--- src/rtl/issue_queue_pkg.sv ---
// Backend parameters shared by the issue queue and its helpers.
// Holds the default sizes and the layout of one queue entry.
package issue_queue_pkg;

    localparam int IQ_DEPTH   = 4;
    localparam int IQ_INFO_DW = 64;
    localparam int IQ_RNBIT   = 2;
    localparam int IQ_RW      = 5 + IQ_RNBIT;

    // One stored micro-op: payload, physical sources and which sources it reads.
    // The field widths follow the defaults above, so a different configuration
    // is made by changing them here rather than by overriding the top parameters.
    typedef struct packed {
        logic [IQ_INFO_DW-1:0] info;
        logic [IQ_RW-1:0]      rs1;
        logic [IQ_RW-1:0]      rs2;
        logic                  rs1_need;
        logic                  rs2_need;
    } iq_entry_t;

endpackage

--- src/rtl/issue_pick.sv ---
// Lowest-set-bit priority encoder: index 0 holds the oldest entry,
// so the lowest ready index is the oldest ready micro-op.
module issue_pick #(
    parameter int DEPTH = 4,
    localparam int IW   = $clog2(DEPTH)
) (
    input  logic [DEPTH-1:0] req,
    output logic [IW-1:0]    idx,
    output logic             any
);

    // Scan from the top down so the last hit written is the lowest index.
    always_comb begin
        idx = '0;
        any = |req;
        for (int i = DEPTH - 1; i >= 0; i--) begin
            if (req[i]) idx = IW'(i);
        end
    end

endmodule

--- src/rtl/issue_queue.sv ---
// Oldest-first issue queue built as a compacting shift buffer.
// Valid entries always sit in slots 0..count-1; an issued entry is closed
// up by shifting everything above it down one slot.
module issue_queue
    import issue_queue_pkg::*;
#(
    parameter int DEPTH   = IQ_DEPTH,
    parameter int INFO_DW = IQ_INFO_DW,
    parameter int RNBIT   = IQ_RNBIT,
    localparam int RW      = 5 + RNBIT,
    localparam int RNDEPTH = 2 ** RNBIT,
    localparam int IW      = $clog2(DEPTH),
    localparam int CW      = IW + 1
) (
    input  logic                 CLK,
    input  logic                 RST,
    input  logic                 dispat_valid,
    output logic                 dispat_ready,
    input  logic [INFO_DW-1:0]   dispat_info,
    input  logic [RW-1:0]        dispat_rs1,
    input  logic [RW-1:0]        dispat_rs2,
    input  logic                 dispat_rs1_need,
    input  logic                 dispat_rs2_need,
    input  logic [32*RNDEPTH-1:0] wb_status,
    output logic                 execute_valid,
    input  logic                 execute_ready,
    output logic [INFO_DW-1:0]   execute_info,
    output logic [RW-1:0]        execute_rs1,
    output logic [RW-1:0]        execute_rs2,
    input  logic                 flush,
    output logic [CW-1:0]        count
);

    iq_entry_t        ent_q   [DEPTH];
    logic             valid_q [DEPTH];
    logic [DEPTH-1:0] ready;
    logic [IW-1:0]    sel;
    logic             any;
    logic [CW-1:0]    count_q;
    logic [CW-1:0]    wpos;
    logic             issue_fire;
    logic             push_fire;
    iq_entry_t        ent_new;

    // Wakeup: an entry is eligible once every source it reads has been written back.
    always_comb begin
        ready = '0;
        for (int i = 0; i < DEPTH; i++) begin
            ready[i] = valid_q[i]
                     & (~ent_q[i].rs1_need | wb_status[ent_q[i].rs1])
                     & (~ent_q[i].rs2_need | wb_status[ent_q[i].rs2]);
        end
    end

    issue_pick #(.DEPTH(DEPTH)) u_pick (
        .req (ready),
        .idx (sel),
        .any (any)
    );

    // Full is judged on registered count only, so a same-cycle issue never frees a slot.
    assign dispat_ready = (count_q != CW'(DEPTH));
    assign issue_fire   = any & execute_ready & ~flush;
    assign push_fire    = dispat_valid & dispat_ready & ~flush;
    // With a simultaneous issue the buffer closes up, so the new op lands one slot lower.
    assign wpos         = issue_fire ? count_q - CW'(1) : count_q;
    assign count        = count_q;

    // Pack the dispatched op into the stored entry format.
    always_comb begin
        ent_new          = '0;
        ent_new.info     = dispat_info;
        ent_new.rs1      = dispat_rs1;
        ent_new.rs2      = dispat_rs2;
        ent_new.rs1_need = dispat_rs1_need;
        ent_new.rs2_need = dispat_rs2_need;
    end

    // Present the selected entry; outputs are forced to zero when nothing is ready.
    always_comb begin
        execute_valid = any;
        execute_info  = '0;
        execute_rs1   = '0;
        execute_rs2   = '0;
        if (any) begin
            execute_info = ent_q[sel].info;
            execute_rs1  = ent_q[sel].rs1;
            execute_rs2  = ent_q[sel].rs2;
        end
    end

    for (genvar i = 0; i < DEPTH; i++) begin : g_ent
        logic      shift;
        logic      nxt_valid;
        iq_entry_t nxt_ent;

        assign shift = issue_fire && (CW'(i) >= CW'(sel));

        if (i == DEPTH - 1) begin : g_top
            assign nxt_valid = 1'b0;
            assign nxt_ent   = ent_q[i];
        end else begin : g_mid
            assign nxt_valid = valid_q[i+1];
            assign nxt_ent   = ent_q[i+1];
        end

        // Per-slot update: a push into this slot wins over the shift from above.
        always_ff @(posedge CLK) begin
            if (RST || flush) begin
                valid_q[i] <= 1'b0;
            end else if (push_fire && wpos == CW'(i)) begin
                valid_q[i] <= 1'b1;
                ent_q[i]   <= ent_new;
            end else if (shift) begin
                valid_q[i] <= nxt_valid;
                ent_q[i]   <= nxt_ent;
            end
        end
    end

    // Occupancy: push and issue together leave the count unchanged.
    always_ff @(posedge CLK) begin
        if (RST || flush) begin
            count_q <= '0;
        end else begin
            case ({push_fire, issue_fire})
                2'b10:   count_q <= count_q + CW'(1);
                2'b01:   count_q <= count_q - CW'(1);
                default: count_q <= count_q;
            endcase
        end
    end

endmodule
--- config.mk ---
export PLATFORM = sky130hd
export DESIGN_NAME = issue_queue
export DESIGN_NICKNAME = d
export VERILOG_FILES = /design/src/rtl/issue_queue_pkg.sv /design/src/rtl/issue_pick.sv /design/src/rtl/issue_queue.sv
export SDC_FILE = /design/constraint.sdc
export NUM_CORES = 1
export LEC_CHECK = 0
export CORE_MARGIN = 2
export CORE_UTILIZATION = 62
export CTS_CLUSTER_DIAMETER = 100
export DETAILED_ROUTE_END_ITERATION = 12
export PLACE_DENSITY = 0.95
export SLEW_MARGIN = 20
export SYNTH_ARGS = -nofsm -noshare
export SYNTH_HDL_FRONTEND = slang
export SYNTH_HIERARCHICAL = 1
export SYNTH_SLANG_ARGS = --single-unit
--- constraint.sdc ---
create_clock -name CLK -period 17.5 [get_ports CLK]
set_input_delay 2.625 -clock CLK [delete_from_list [all_inputs] [get_ports CLK]]
set_output_delay 2.625 -clock CLK [all_outputs]
set_load 0.01 [all_outputs]
* Word level (Yosys, flattened, before mapping) *
Memories as Yosys holds them, arrays and structs flattened.
Index checks and enable logic that the tools add are counted.

word-level totals
  memories = 2
  memory bits (writable) = 324
  word-level logic and storage cells = 141
  flip-flop bits (word level) = 3

cells by class
  bitwise operators = 41
  equal/unequal tests = 6
  add/subtract/negate cells = 2
  mux-type cells = 67
  reductions and logical operators = 11
  $lt $le $gt $ge = 11

memories
  memory   words  width  rd ports  clocked after Yosys merged registers in  write ports  RTL line           RTL
  ent_q    4      80     5         0                                        4            issue_queue.sv:34  iq_entry_t ent_q [DEPTH];
  valid_q  4      1      4         0                                        4            issue_queue.sv:35  logic valid_q [DEPTH];

operator list
  kind                                                                                 count
  80-bit 2-to-1 mux                                                                    4
  7-bit by 8-bit less-than comparator with 1-bit output (second input constant)        8
  64-bit 2-to-1 mux                                                                    1
  1-bit binary-select mux with 7-bit select                                            8
  1-bit 2-to-1 mux                                                                     46
  1-bit bitwise OR                                                                     20
  7-bit 2-to-1 mux                                                                     2
  1-bit bitwise AND                                                                    12
  1-bit NOT                                                                            9
  2-bit 2-to-1 mux                                                                     4
  1-bit logical AND                                                                    7
  3-bit by 2-bit == test with 1-bit output (second input constant)                     2
  3-bit one-hot mux with 2 select lines                                                1
  1-bit by 2-bit greater-or-equal comparator with 1-bit output (first input constant)  2
  4-bit OR reduction                                                                   1
  3-bit by 1-bit adder with 3-bit output (second input constant)                       1
  3-bit by 1-bit == test with 1-bit output (second input constant)                     1
  3-bit zero test                                                                      1
  3-bit 2-to-1 mux                                                                     1
  3-bit != test (second input constant)                                                1
  3-bit by 1-bit subtractor with 3-bit output (second input constant)                  1
  2-bit by 1-bit == test with 1-bit output (second input constant)                     1
  2-bit == test (second input constant)                                                1
  2-bit greater-or-equal comparator (first input constant)                             1
  other kinds (2)                                                                      2

* Depth between registers and ports, before layout *
Gate-level depths: netlist of run 1.
An unclocked memory read counts as a cell.

  word-level depth = 17
  mapped depth = 21
  depth with buffers taken out = 15

* Modules after synthesis *
The synthesis of run 1 kept the hierarchy.

modules (own cells, without submodules)
  module       instances  cells each  sequential area each (um^2)  area an instance (um^2)
  issue_queue  1          1465        9789.4                       23819.1
  issue_pick   1          7           0.0                          35.0

* Least setup slack after synthesis of run 1 *
No wires, ideal clock.

  kind = input-to-reg
  start point = in wb_status[79]
  end point = mem ent_q[3][0] in the netlist's numbering, enable pin
  stages on the path = 15
  library setup time = 0.519 ns
  data arrival time = 8.583 ns
  slack = 8.399 ns
  data required time = 16.981 ns
  cells stage by stage = mux4_2 -> mux4_2 -> o21ai_1 -> o21ai_1 -> a211o_1 -> and3_1 -> nor2_1 -> nand2_1 -> buf_2 -> nand3b_1 -> inv_1 -> mux2i_1 -> a21o_1 -> nand3_1 -> nor2_1

RTL lines
  element             RTL line           RTL
  start: declaration  issue_queue.sv:24  input logic [32*RNDEPTH-1:0] wb_status,
  end: declaration    issue_queue.sv:34

* Worst setup path in the final report of run 1 *
  start point = in wb_status[35]
  end point = out execute_info[57]

RTL lines
  element                                    RTL line           RTL
  1-bit binary-select mux with 7-bit select  issue_queue.sv:50  & (~ent_q[i].rs1_need | wb_status[ent_q[i].rs1])
  1-bit 2-to-1 mux (implied by the code)     issue_queue.sv:50
  1-bit bitwise OR                           issue_queue.sv:50
  1-bit bitwise AND                          issue_queue.sv:50
  1-bit bitwise AND *                        issue_queue.sv:51  & (~ent_q[i].rs2_need | wb_status[ent_q[i].rs2]);
  named net ready[2]                         issue_queue.sv:36  logic [DEPTH-1:0] ready;
  2-bit 2-to-1 mux * (3 in series)           issue_pick.sv:17   if (req[i]) idx = IW'(i);
  named net sel[0]                           issue_queue.sv:37  logic [IW-1:0] sel;
  memory 4 x 80 bit *                        --
  64-bit 2-to-1 mux *                        issue_queue.sv:85  if (any) begin
  end: declaration                           issue_queue.sv:27  output logic [INFO_DW-1:0] execute_info,

Mark *: on every way through the listed nets, which the timed path passes. The rest lies on a longest branch. The select of a mux whose other input is x is not followed.

==> flow_summary.ini, run 1 <==
[worst_setup_path]
timing.critical_path.from_type = primary input
required_ns = 14.88
cp.arrival_ns = 8.47
endpoint_kind = primary output
cp_max_fo = 47
crit_type = primary input to primary output

[yosys]
syn_inst = 1472
yosys-top-cells-area = edfxtp_1 41%, mux4_2 33%, mux2_2 12%
synthArstFlopShare = 0
synth_nets = 1689
synth.distinct_cells = 61
synth_edf_count = 324
yosysTopAreaCell = edfxtp_1
synth_warnings = 6
syn-cell-area_um2 = 23850
syn_area_per_cell_um2 = 16.21
synth_top_area_share = 0.4079
synth-main-ff-cell = edfxtp_1
synth-seq-cells = 327
synth-seq-area-share = 0.4104

[global_route]
grt_pass1_wl_um = 117800
grt_max_degree = 84
grt_usage = 0.3926
grt_pass1_vias = 17970
grt_antenna_before_repair = 6
grt_overflow_total = 0

[clock_network]
post_cts_buffers = 0
postCtsHoldBufs = 0
clkLatencyLatePin_ns = 0.54
clk_pin_slew_ns = 0.06
post_cts_resized = 0
cts_tree = built
cts-root-buf = clkbuf_16
cts.sinks = 327
numCtsBuffers = 36
htree_num_levels = 2
clock_path_buffers = 3

[sta]
fin_skew_ns = 0.02933
max_freq_ghz = 0.09015
slew_headroom = 0.2680
tightest_slew_ns = 1.098
post-route-min-period_ns = 11.09
finalSetupTns_ns = 0
rsz0062_at_grt = no
holdWs_ns = 0.5746
finalHoldViolCount = 0
slew_violations = 0
setup_viol = 0
fin_crit_sh = 0.6338
setup_ws_ns = 6.408

[routing]
wl_met3_um = 10950
dr_wl_met2_um = 37100
drt_iter0_markers = 2658
vias = 17720
finalWirelength_um = 78860
drc = 0
drt-met1-wl_um = 26660
avgViaCountPerCell = 7.890
routedWlPerCell_um = 35.11
ant_nets = 0
firstDrtPassIters = 5
routed.top_layer = met5

[floorplanning]
fp.dieW_um = 200.2
rows = 71
die-area_um2 = 40060
ios = 296
die_h_um = 200.2
start_util = 0.6318
core_um2 = 37760

[cells_and_area]
n_fill_cell = 2138
final_common_cell = mux4_2
syn_to_final_growth_pct = 18.48
multiInputGateArea_um2 = 13410
final_cell_mix = 352 x mux4_2, 324 x edfxtp_1, 295 x clkdlybuf4s50_1, 249 x mux2_2, 84 x and2_1
register_area_um2 = 9789
final_nets = 1918
utilization = 0.7486
final_layout_size_suffix_gt1_frac = 0.4045

[placement]
port_buffers = 295
gp_congestion = 1.022
dp_slack_ns = 6.459
place_hpwl_um = 50820

[worst_hold_path]
hp-class = register to register

[job]
drv_cap = 0

[power_and_ir_drop]
peakVddDrop_v = 0.00008661
power_density_nw_per_um2 = 72.03
p_leak_nw = 9.088
power_mw = 2.036

[run_status]
outcome = complete, no violations
## cell families after synthesis
| kind of cell | share of synthesized area |
|---|---|
| muxes | 0.4625 |
| DFF | 0.4104 |
| and+or+nand+nor | 0.05439 |
| buffers and inverters | 0.03026 |
| AOI/OAI and AO/OA | 0.03965 |
| adders and majority gates | 0.002098 |
| xor gates and xnor gates | 0.0007345 |
## critical path: stages
cell	delay, ns
clkdlybuf4s50_1	0.54
mux4_2	0.52
nor2b_1	0.15
a2111oi_0	0.84
o21ai_1	0.17
a211o_1	0.31
and3_1	0.18
nand2b_1	0.18
a21oi_4	0.14
buf_4	0.67
buf_4	0.70
mux4_2	0.61
and2_1	0.18
clkdlybuf4s50_1	0.51
## cell usage after synthesis, drive strengths merged, types with 5 or more instances
| cell type | number |
|---|---|
| a211oi | 8 |
| a21oi | 19 |
| a22oi | 43 |
| a31oi | 8 |
| and2 | 84 |
| buf | 69 |
| clkbuf | 69 |
| edfxtp | 324 |
| inv | 15 |
| mux2 | 249 |
| mux2i | 30 |
| mux4 | 352 |
| nand2 | 25 |
| nand2b | 8 |
| nand3 | 14 |
| nand3b | 6 |
| nand4 | 5 |
| nor2 | 24 |
| nor2b | 22 |
| nor3 | 7 |
| o21ai | 11 |
| or2 | 5 |
## sequential cells by signal (all words and copies together), names as in the netlist
signal / cells
valid_q: 4
ent_q: 320
count: 3
## power by group
group          switching [mW]  internal, mW
Combinational           0.182         0.213
Clock                   0.319         0.429
Sequential             0.0119         0.881
## final timing paths
kind	start	endpoint	slack [ns]	cells past startpoint
max	wb_status[35]	execute_info[57]	6.41	14
min	ent_q[3][43]	ent_q[2][43]	0.57	1
max reg2reg	ent_q[2][9]	ent_q[0][2]	10.14	16
min reg2reg	ent_q[3][43]	ent_q[2][43]	0.57	1
## metrics by stage
stage          instances  area (µm²)
5_1_grt             2243       28260
2_1_floorplan       1472       23850
4_1_cts             2239       28250
6_report            2246       28260
3_3_place_gp        2174       27100
3_5_place_dp        2174       27100
## cell type report
type                    instances  share of cell area
flip-flops and latches        327              0.3464
repair buffers                329              0.1135
clock buffers                  45             0.03307
well taps                     511             0.02262
inverters                      15            0.002036
multi-input cells             992              0.4743
clock inverters                20            0.007482
diodes                          7           0.0006198
## routing by layer
metal,up-vias,global-route usage
met5,-,0
li1,6792,-
met1,8998,0.5163
met2,1609,0.6121
met3,321,0.1194
met4,2,0.1719
No activity file was read; power rests on OpenSTA's default activity.
==> inputs of run 2 (changes only) <==
Settings changed: CORE_UTILIZATION 62 to 52, PLACE_DENSITY 0.95 to 0.86.
Clock period 17.5 ns to 10.2 ns, I/O delays scaled along.
==> flow_summary.ini, run 2 (synthesized netlist as in run 1, its figures left out) <==
[run_status]
outcome = complete, no violations

[job]
drv_cap = 0

[sta]
fin_crit_sh = 0.8028
finalHoldViolCount = 0
rsz0062_at_grt = no
finalSetupTns_ns = 0
max_freq_ghz = 0.1221
tightest_slew_ns = 1.039
slew_violations = 0
setup_viol = 0
fin_skew_ns = 0.03541
slew_headroom = 0.3074
post-route-min-period_ns = 8.188
holdWs_ns = 0.5780
setup_ws_ns = 2.012

[routing]
routedWlPerCell_um = 33.08
finalWirelength_um = 76990
avgViaCountPerCell = 7.321
vias = 17040
drc = 0
drt_iter0_markers = 2025
firstDrtPassIters = 6
ant_nets = 0

[global_route]
grt_max_degree = 81
grt_overflow_total = 0
grt_usage = 0.3239
grt_pass1_vias = 17280
grt_pass1_wl_um = 114500
grt_antenna_before_repair = 9

[clock_network]
clock_path_buffers = 3
cts_tree = built
htree_num_levels = 1
clk_pin_slew_ns = 0.07
post_cts_buffers = 0
postCtsHoldBufs = 0
cts.sinks = 327
cts-root-buf = clkbuf_16
numCtsBuffers = 31
post_cts_resized = 0
clkLatencyLatePin_ns = 0.59

[cells_and_area]
top_register = ent_q
final_layout_size_suffix_gt1_frac = 0.4103
final_cell_mix = 352 x mux4_2, 324 x edfxtp_1, 295 x clkdlybuf4s50_1, 249 x mux2_2, 84 x and2_1
largest_reg_flops = 320
final_nets = 1915
syn_to_final_growth_pct = 18.71
utilization = 0.6254
final_common_cell = mux4_2

[floorplanning]
rows = 78
ios = 296
core_um2 = 45280
die_h_um = 218.2
fp.dieW_um = 218.2
start_util = 0.5268
die-area_um2 = 47600

[power_and_ir_drop]
p_leak_nw = 9.065
power_density_nw_per_um2 = 120.2
peakVddDrop_v = 0.0001504

[placement]
dp_slack_ns = 2.078
place_hpwl_um = 51280
gp_congestion = 0.9931
port_buffers = 295

[worst_hold_path]
hp-class = register to register

[worst_setup_path]
crit_type = register to primary output
timing.critical_path.from_type = register
cp.arrival_ns = 6.66
endpoint_kind = primary output
required_ns = 8.67
cp_max_fo = 49
[run 2: cell types whose count changed in the layout (fill, tap and decap cells not counted), sizes merged]
cell / change
clkinvlp: +3
diode: -3
inv: -1
clkbuf: -13
clkinv: +2
buf: +2
bufinv: +2
[run 2: final timing paths]
kind,to,cells after the start,slack (ns),startpoint
max,execute_info[41],13,2.01,ent_q[2][9]
min,ent_q[2][72],1,0.58,ent_q[3][72]
max reg2reg,ent_q[2][64],14,3.13,ent_q[2][9]
min reg2reg,ent_q[2][72],1,0.58,ent_q[3][72]
[run 2: per-layer routing]
layer,routed length (µm),part of all wire,global-route usage,vias up
li1,-,-,-,6786
met1,27540,0.36,0.4337,8732
met2,36440,0.47,0.5125,1286
met3,9919,0.13,0.09005,221
met4,3011,0.039,0.1122,12
met5,79,0.0010,0,-
[run 2: stage by stage]
stage          power (mW)  std cells  area, µm²
2_1_floorplan       1.912       1472      23850
6_report            3.403       2327      28320
5_1_grt             3.508       2325      28310
3_5_place_dp        2.211       2265      27240
4_1_cts             3.420       2323      28310
3_3_place_gp        2.198       2265      27240
[run 2: power breakdown]
| group | internal [mW] | total [mW] | switching [mW] |
|---|---|---|---|
| clock | 0.689 | 1.21 | 0.519 |
| combinational | 0.366 | 0.664 | 0.298 |
| sequential | 1.51 | 1.53 | 0.0206 |
[run 2: final cells by class]
cell class / instances / area (µm²)
clock inverters: 26 / 290.3
fillers: 3280 / 16970
repair buffers: 331 / 3236
multi-input cells: 992 / 13410
flip-flops and latches: 327 / 9789
diodes: 4 / 10.01
clock buffers: 32 / 779.5
well taps: 600 / 750.7
inverters: 15 / 57.56
[run 2: worst max-delay path, cell delays in order, from the launching register on]
cell             delay (ns)
edfxtp_1               0.81
buf_4                  0.64
mux4_2                 0.59
nor2b_1                0.16
a2111oi_0              0.76
o21ai_1                0.16
a211o_1                0.31
and3_1                 0.20
nand2b_1               0.19
a21oi_4                0.17
buf_4                  0.75
mux4_2                 0.62
and2_1                 0.18
clkdlybuf4s50_1        0.50
